$ cat config.mk
export PLATFORM = sky130hd
export DESIGN_NAME = countdown_timer
export DESIGN_NICKNAME = d
export VERILOG_FILES = /design/src/rtl/countdown_timer.sv
export SDC_FILE = /design/constraint.sdc
export NUM_CORES = 1
export LEC_CHECK = 0
export BUFFER_PORTS_ARGS = -buffer_cell sky130_fd_sc_hd__buf_2
export CELL_PAD_IN_SITES_DETAIL_PLACEMENT = 1
export CELL_PAD_IN_SITES_GLOBAL_PLACEMENT = 2
export CORE_MARGIN = 4
export CORE_UTILIZATION = 38
export CTS_BUF_LIST = sky130_fd_sc_hd__clkbuf_8 sky130_fd_sc_hd__clkbuf_16
export DETAILED_ROUTE_END_ITERATION = 7
export PLACE_DENSITY = 0.91
export SYNTH_ARGS = -nofsm -noshare
export SYNTH_HDL_FRONTEND = slang
export SYNTH_SLANG_ARGS = --single-unit
$ cat constraint.sdc
create_clock -name clk -period 6.15 [get_ports clk]
set_input_delay 0.9225 -clock clk [delete_from_list [all_inputs] [get_ports clk]]
set_output_delay 0.9225 -clock clk [all_outputs]
set_load 0.01 [all_outputs]
$ cat src/rtl/countdown_timer.sv
// Countdown timer mode: keys load a d:h:m:s value, then it counts down once per 1 Hz tick and raises an alarm at zero.
// Latency: a key edge acts on the clk edge that first samples it high; a tick acts in the clk it is sampled.
// Backpressure: none; keys and ticks are single-cycle events, and events arriving in an ignoring state are dropped.
module countdown_timer #(
  parameter int DAY_MAX       = 31,
  parameter int ALARM_SECONDS = 10
) (
  input  logic       clk,
  input  logic       rst_n,
  input  logic       tick_1hz,
  input  logic       tmr_mode,
  input  logic       key_start_stop,
  input  logic       key_field,
  input  logic       key_inc,
  output logic [5:0] tm_seconds,
  output logic [5:0] tm_minutes,
  output logic [4:0] tm_hours,
  output logic [4:0] tm_days,
  output logic [1:0] field_sel,
  output logic       running,
  output logic       alarm
);

  localparam logic [1:0] ST_IDLE  = 2'd0;
  localparam logic [1:0] ST_RUN   = 2'd1;
  localparam logic [1:0] ST_PAUSE = 2'd2;
  localparam logic [1:0] ST_ALARM = 2'd3;

  localparam int         CW         = (ALARM_SECONDS > 1) ? $clog2(ALARM_SECONDS) : 1;
  localparam logic [CW-1:0] ALARM_LAST = CW'(ALARM_SECONDS - 1);
  localparam logic [4:0] DAY_LAST   = 5'(DAY_MAX);

  logic [1:0]    state, state_nxt;
  logic [5:0]    sec_nxt, min_nxt;
  logic [4:0]    hr_nxt, day_nxt;
  logic [1:0]    sel_nxt;
  logic [CW-1:0] alarm_cnt, cnt_nxt;

  logic start_prev, field_prev, inc_prev;
  logic ev_start, ev_field, ev_inc, ev_any;
  logic all_zero, is_one;

  // Key events fire on release (low-to-high), one clk wide.
  assign ev_start = ~start_prev & key_start_stop;
  assign ev_field = ~field_prev & key_field;
  assign ev_inc   = ~inc_prev   & key_inc;
  assign ev_any   = ev_start | ev_field | ev_inc;

  assign all_zero = (tm_days == 5'd0) && (tm_hours == 5'd0) &&
                    (tm_minutes == 6'd0) && (tm_seconds == 6'd0);
  assign is_one   = (tm_days == 5'd0) && (tm_hours == 5'd0) &&
                    (tm_minutes == 6'd0) && (tm_seconds == 6'd1);

  // Next-state, field and alarm-counter decode for all four modes.
  always_comb begin
    state_nxt = state;
    sec_nxt   = tm_seconds;
    min_nxt   = tm_minutes;
    hr_nxt    = tm_hours;
    day_nxt   = tm_days;
    sel_nxt   = field_sel;
    cnt_nxt   = alarm_cnt;

    case (state)
      ST_IDLE: begin
        // Start wins over editing keys if several are released together.
        if (ev_start) begin
          if (!all_zero) state_nxt = ST_RUN;
        end else if (ev_field) begin
          sel_nxt = field_sel + 2'd1;
        end else if (ev_inc) begin
          case (field_sel)
            2'd0:    sec_nxt = (tm_seconds == 6'd59) ? 6'd0 : tm_seconds + 6'd1;
            2'd1:    min_nxt = (tm_minutes == 6'd59) ? 6'd0 : tm_minutes + 6'd1;
            2'd2:    hr_nxt  = (tm_hours   == 5'd23) ? 5'd0 : tm_hours + 5'd1;
            default: day_nxt = (tm_days >= DAY_LAST) ? 5'd0 : tm_days + 5'd1;
          endcase
        end
      end

      ST_RUN: begin
        // The key beats a coincident tick; that tick is deliberately lost.
        if (ev_start) begin
          state_nxt = ST_PAUSE;
        end else if (tick_1hz) begin
          if (is_one || all_zero) begin
            sec_nxt   = 6'd0;
            min_nxt   = 6'd0;
            hr_nxt    = 5'd0;
            day_nxt   = 5'd0;
            state_nxt = ST_ALARM;
          end else if (tm_seconds != 6'd0) begin
            sec_nxt = tm_seconds - 6'd1;
          end else begin
            sec_nxt = 6'd59;
            if (tm_minutes != 6'd0) begin
              min_nxt = tm_minutes - 6'd1;
            end else begin
              min_nxt = 6'd59;
              if (tm_hours != 5'd0) begin
                hr_nxt = tm_hours - 5'd1;
              end else begin
                hr_nxt  = 5'd23;
                day_nxt = tm_days - 5'd1;
              end
            end
          end
        end
      end

      ST_PAUSE: begin
        if (ev_start) begin
          state_nxt = ST_RUN;
        end else if (ev_field) begin
          state_nxt = ST_IDLE;
          sel_nxt   = 2'd0;
        end
      end

      ST_ALARM: begin
        sec_nxt = 6'd0;
        min_nxt = 6'd0;
        hr_nxt  = 5'd0;
        day_nxt = 5'd0;
        if (ev_any) begin
          state_nxt = ST_IDLE;
          sel_nxt   = 2'd0;
        end else if (tick_1hz) begin
          if (alarm_cnt == ALARM_LAST) begin
            state_nxt = ST_IDLE;
            sel_nxt   = 2'd0;
          end else begin
            cnt_nxt = alarm_cnt + 1'b1;
          end
        end
      end

      default: begin
        state_nxt = ST_IDLE;
        sel_nxt   = 2'd0;
      end
    endcase

    // The alarm tick counter only lives inside ALARM, so it starts fresh on each entry.
    if (state_nxt != ST_ALARM) cnt_nxt = '0;
  end

  // State, fields and the registered running/alarm decodes; tmr_mode low holds everything cleared.
  always_ff @(posedge clk or negedge rst_n) begin
    if (!rst_n) begin
      state      <= ST_IDLE;
      tm_seconds <= 6'd0;
      tm_minutes <= 6'd0;
      tm_hours   <= 5'd0;
      tm_days    <= 5'd0;
      field_sel  <= 2'd0;
      alarm_cnt  <= '0;
      running    <= 1'b0;
      alarm      <= 1'b0;
      start_prev <= 1'b1;
      field_prev <= 1'b1;
      inc_prev   <= 1'b1;
    end else if (!tmr_mode) begin
      state      <= ST_IDLE;
      tm_seconds <= 6'd0;
      tm_minutes <= 6'd0;
      tm_hours   <= 5'd0;
      tm_days    <= 5'd0;
      field_sel  <= 2'd0;
      alarm_cnt  <= '0;
      running    <= 1'b0;
      alarm      <= 1'b0;
      start_prev <= 1'b1;
      field_prev <= 1'b1;
      inc_prev   <= 1'b1;
    end else begin
      state      <= state_nxt;
      tm_seconds <= sec_nxt;
      tm_minutes <= min_nxt;
      tm_hours   <= hr_nxt;
      tm_days    <= day_nxt;
      field_sel  <= sel_nxt;
      alarm_cnt  <= cnt_nxt;
      running    <= (state_nxt == ST_RUN);
      alarm      <= (state_nxt == ST_ALARM);
      start_prev <= key_start_stop;
      field_prev <= key_field;
      inc_prev   <= key_inc;
    end
  end

endmodule
; Yosys cells after proc, flatten, opt, wreduce, memory -nomap -nowiden
; Cells that the tools add are included.
[word_totals]
output_inout_bits = 26
register_bits = 35
elab_cells = 169
[classes]
mux = 81
order_cmp = 1
reduce_logical = 21
n_bitwise = 8
addsub = 10
eq_ne = 36
[ops]
columns = op, n
row1 = 6-bit two-way mux, 21
row2 = 5-bit two-way mux, 24
row3 = 2-bit two-way mux, 19
row4 = 6-bit case mux with 3 select lines, 2
row5 = 5-bit case mux with 3 select lines, 2
row6 = 3-bit != test (second input constant), 9
row7 = 4-bit two-way mux, 6
row8 = 4-bit != test (second input constant), 5
row9 = 3-bit by 2-bit != test with 1-bit output (second input constant), 6
row10 = 7-bit AND reduction, 2
row11 = 6-bit by 1-bit adder with 6-bit output (second input constant), 2
row12 = 6-bit equality test (second input constant), 2
row13 = 6-bit logical NOT, 2
row14 = 6-bit nonzero test, 2
row15 = 6-bit by 1-bit subtractor with 6-bit output (second input constant), 2
row16 = 5-bit by 1-bit adder with 5-bit output (second input constant), 2
row17 = 5-bit logical NOT, 2
row18 = 10-bit AND reduction, 1
row19 = 5-bit by 1-bit subtractor with 5-bit output (second input constant), 2
row20 = 9-bit AND reduction, 1
row21 = 2-bit equality test (second input constant), 4
row22 = 4-bit by 1-bit != test with 1-bit output (second input constant), 2
row23 = 2-bit case mux with 4 select lines, 1
row24 = 8-bit AND reduction, 1
row25 = 20 further kinds, 35

; Longest topological paths before layout
[logic_depth]
depth_word = 12
ltp_mapped = 9
ltp_nobuf = 9

; Worst setup path after synthesis
; OpenSTA, ideal clock, no wires.
[synth_timing]
path_type = input-to-reg
start = input key_start_stop
end = register tm_hours[2]
setup_time_ns = 0.125
required_ns = 6.025
n_path_buf = 0
arrival_ns = 2.350
path_slack_ns = 3.675
stages = 6
path_cell_list = nor2b_1 -> or4bb_1 -> nand2_1 -> o311ai_2 -> nand2_1 -> mux2_2
[synth_between]
elab_chain_cells = 3
[synth_lines]
columns = item, line_no
row1 = "start, declared", 12  ; input logic key_start_stop,
row2 = 1-bit AND *, 44  ; assign ev_start = ~start_prev & key_start_stop;
row3 = 3-bit != test (no source line), n/a
row4 = 9-bit AND reduction (no source line) *, n/a
row5 = "end signal, assigned", 180  ; tm_hours <= hr_nxt;
row6 = "end, declared", 17  ; output logic [4:0] tm_hours,
; Every way passes the cells marked *; elsewhere a longest branch is shown, timed or not.
; A chain may end at the register's enable or synchronous reset.

; Worst setup path after layout
[layout_timing]
start = input key_start_stop
end = register tm_seconds[2]
[layout_between]
elab_chain_cells = 3
[layout_lines]
columns = item, line_no
row1 = 1-bit AND *, 44
row2 = 3-bit != test (no source line), n/a
row3 = 7-bit AND reduction (no source line) *, n/a
row4 = "end signal, assigned", 178  ; tm_seconds <= sec_nxt;
row5 = "end, declared", 15  ; output logic [5:0] tm_seconds,
; Marks and branches as above.

==> reports/qor.txt <==
Core area = 0.00698 sq mm
CTS buffer count = 5
Max-cap violations = 0
Global-route wire length before repair = 13.5 mm
Post-synth EDFFs = 0
Syn_area_per_cell = 8.54 sq um
CP Class = input pin to flip-flop
Share of post-route cells with drive strength above 1 = 17.6%
Commonest cells in the netlist = nand2_1, dfrtp_1, nor2_1, a21oi_1, o21ai_0
Final Hold Viols = 0
Largest area contributor in the netlist = dfrtp_1
Gp weighted congestion = 0.839
Worst min path class = flip-flop to flip-flop
Post-route setup slack = 3.34 ns
Initial Utilization = 40.0%
DP HPWL = 5.50 mm
PD cells = 346 mW/mm^2
Power share of the clock group = 20.1%
Unrepaired setup endpoints after global routing = no
Switching power = 0.476 mW
Clock skew = 0.0103 ns
Initial drt markers = 102
Most used cell, CP = a21oi_1
Final period util = 45.7%
IO buf count = 32
Syn-to-layout area delta = 9.72%
Crit end category = flip-flop
Final TNS setup = 0 ns
Syn nets = 354
P_int = 0.585 mW
DP Worst Slack = 3.06 ns
Total wire length = 7.72 mm
Inst Count DP = 441
Slowest-stage cell, CP = a21oi_1
Final slew viol count = 0
Startpoint Class = input pin
FFs w/ async S/R, synth = 100%
Fin cells = 449
Worst-path clk slew = 0.08 ns
Top Ports = 33
CTS Sinks = 35
DP Area = 0.00295 sq mm
Chip width = 93.7 um
Largest net degree at the start of global routing = 36
Hold_buf cts = 0
Global-route total usage across every layer = 18.9%
Critical Path AT = 2.97 ns
Most numerous cell in the Yosys netlist = nand2_1
Worst-Skew Late Latency = 0.29 ns
Max-Slew Margin vs Limit = 39.9%
Critical Path Fanout Max = 13
DR vias = 2551
Distinct cells, synth = 66
DIE AREA = 0.00879 sq mm
Fmax = 0.356 GHz
Clock H-tree levels = 2
First-pass DRT Iterations = 4
DRT antenna net count = 0
Outcome = finished clean
FF+latch count, synth = 35
CTS resizes = 0
Vias per std cell = 5.68
Postcts setup bufs = 0
Die height = 93.7 um
Final setup viols = 0
Period minus WS final = 2.81 ns
Crit-path max cell delay = 0.74 ns
Comb power frac = 47.5%
Peak VDD IR = 156 uV
Synthesized cell area = 0.00279 sq mm
Per-cell routed wire length = 17.2 um
Sequential power share = 32.4%
Top FF cell, synth = dfrtp_1
Clock tree buffer depth = 2
Rows = 30
Leakage = 1.42 nW
Number of remaining DRC errors = 0
Vias in the first global route = 2717
Worst slew pin tran = 0.889 ns
Yosys top cell area share = 28.7%
Final core occ = 43.9%
Worst-path cell chain = buf_2, nor2b_1, or4bb_1, a21oi_1, o221ai_1, nand2_1, a21oi_1
Cells after Synth = 327
Synth area leaders = dfrtp_1, ha_1, nand2_1
Sequential share of the synthesized area = 31.5%
Antenna violations before repair = 0
CTS root buf = clkbuf_8
Switching share of power = 44.8%
TritonCTS clock tree = done
Final nets = 379
Gr ovfl total = 0
Final Cell Area = 0.00307 sq mm
Synth warn = 0
Req. time, crit path = 6.31 ns
ANT cells = 0
registers in the layout, indices dropped and copies added (netlist names):
| name | count |
|---|---|
| tm_minutes | 6 |
| tm_seconds | 6 |
| tm_days | 5 |
| tm_hours | 5 |
| alarm_cnt | 4 |
| field_sel | 2 |
| state | 2 |
| alarm | 1 |
| field_prev | 1 |
| inc_prev | 1 |
| running | 1 |
| start_prev | 1 |
cells in the final DEF (no fill, tap or decap), drive strengths merged, types with 3 or more instances in the layout:
master | netlist | layout
a211oi | 5 | 5
a21oi | 27 | 27
a22oi | 3 | 3
a31oi | 3 | 3
and3 | 3 | 3
buf | 10 | 34
clkbuf | 6 | 5
dfrtp | 32 | 32
dfstp | 3 | 3
ha | 20 | 20
inv | 17 | 17
nand2 | 39 | 39
nand2b | 6 | 6
nand3 | 12 | 12
nor2 | 28 | 28
nor2b | 4 | 4
nor3 | 7 | 7
nor4 | 3 | 3
nor4b | 4 | 4
o21a | 3 | 3
o21ai | 25 | 25
o221ai | 3 | 3
o22ai | 5 | 5
o2bb2ai | 4 | 4
o31ai | 5 | 5
or3 | 3 | 3
xnor2 | 4 | 4
xor2 | 7 | 7
area by class of cell:
cell class	instances	area, sq um
Clock buffer	5	68.8
Clock inverter	3	43.8
Fill cell	881	3920
Inverter	17	63.8
Multi-Input combinational cell	259	1710
Sequential cell	35	880
Tap cell	96	120
Timing Repair Buffer	34	175
worst max-delay path, delay by kind of cell:
family | cells | cell delay (ns)
compound gates | 3 | 1.08
simple gates | 3 | 0.85
buf+inv | 1 | 0.11
kinds of logic (layout without fill, tap and decap cells):
| logic type | after synthesis | count (layout) | share of synthesized area [%] |
|---|---|---|---|
| AOI/OAI and AO/OA | 102 | 102 | 24.2 |
| adders and majority gates | 20 | 20 | 8.96 |
| buffers and inverters | 33 | 59 | 7.16 |
| and+or+nand+nor | 123 | 123 | 23.6 |
| DFF | 35 | 35 | 31.5 |
| xor gates and xnor gates | 11 | 11 | 3.45 |
| muxes | 3 | 3 | 1.16 |
per-layer routing:
layer | GRT usage [%] | share of wire [%] | vias up | wire length, um
met3 | 2.80 | 3.2 | 7 | 245
met2 | 32.1 | 49 | 42 | 3770
li1 | - | - | 1232 | -
met1 | 24.9 | 47 | 1270 | 3630
met4 | 5.29 | 0.96 | 0 | 74
met5 | 0 | 0 | - | 0
power groups by stage:
stage	clock network, mW	registers (mW)	logic (mW)
4_1_cts	0.222	0.343	0.505
3_3_place_gp	0	0.345	0.489
6_report	0.213	0.344	0.504
2_1_floorplan	0	0.326	0.385
3_5_place_dp	0	0.347	0.500
5_1_grt	0.229	0.354	0.562
final timing paths:
path / from / endpoint / slack (ns) / depth (start not counted)
max: key_start_stop / tm_seconds[2]$_DFFE_PN0P_ / 3.34 / 7
max in group asynchronous: rst_n / field_sel[1]$_DFFE_PN0P_ / 4.89 / 1
min: alarm_cnt[3]$_DFFE_PN0P_ / alarm_cnt[3]$_DFFE_PN0P_ / 0.56 / 2
min reg2reg: alarm_cnt[3]$_DFFE_PN0P_ / alarm_cnt[3]$_DFFE_PN0P_ / 0.56 / 2
min in group asynchronous: rst_n / tm_hours[4]$_DFFE_PN0P_ / 0.73 / 1
max reg2reg: state[0]$_DFF_PN0_ / tm_seconds[2]$_DFFE_PN0P_ / 3.36 / 7
stage by stage:
step	power, mW	hold WS (ns)
6_report	1.06	0.565
5_1_grt	1.14	0.626
2_1_floorplan	0.710	0.519
3_5_place_dp	0.847	0.547
4_1_cts	1.07	0.572
3_3_place_gp	0.834	0.538
(Power assumes the default switching activity.)
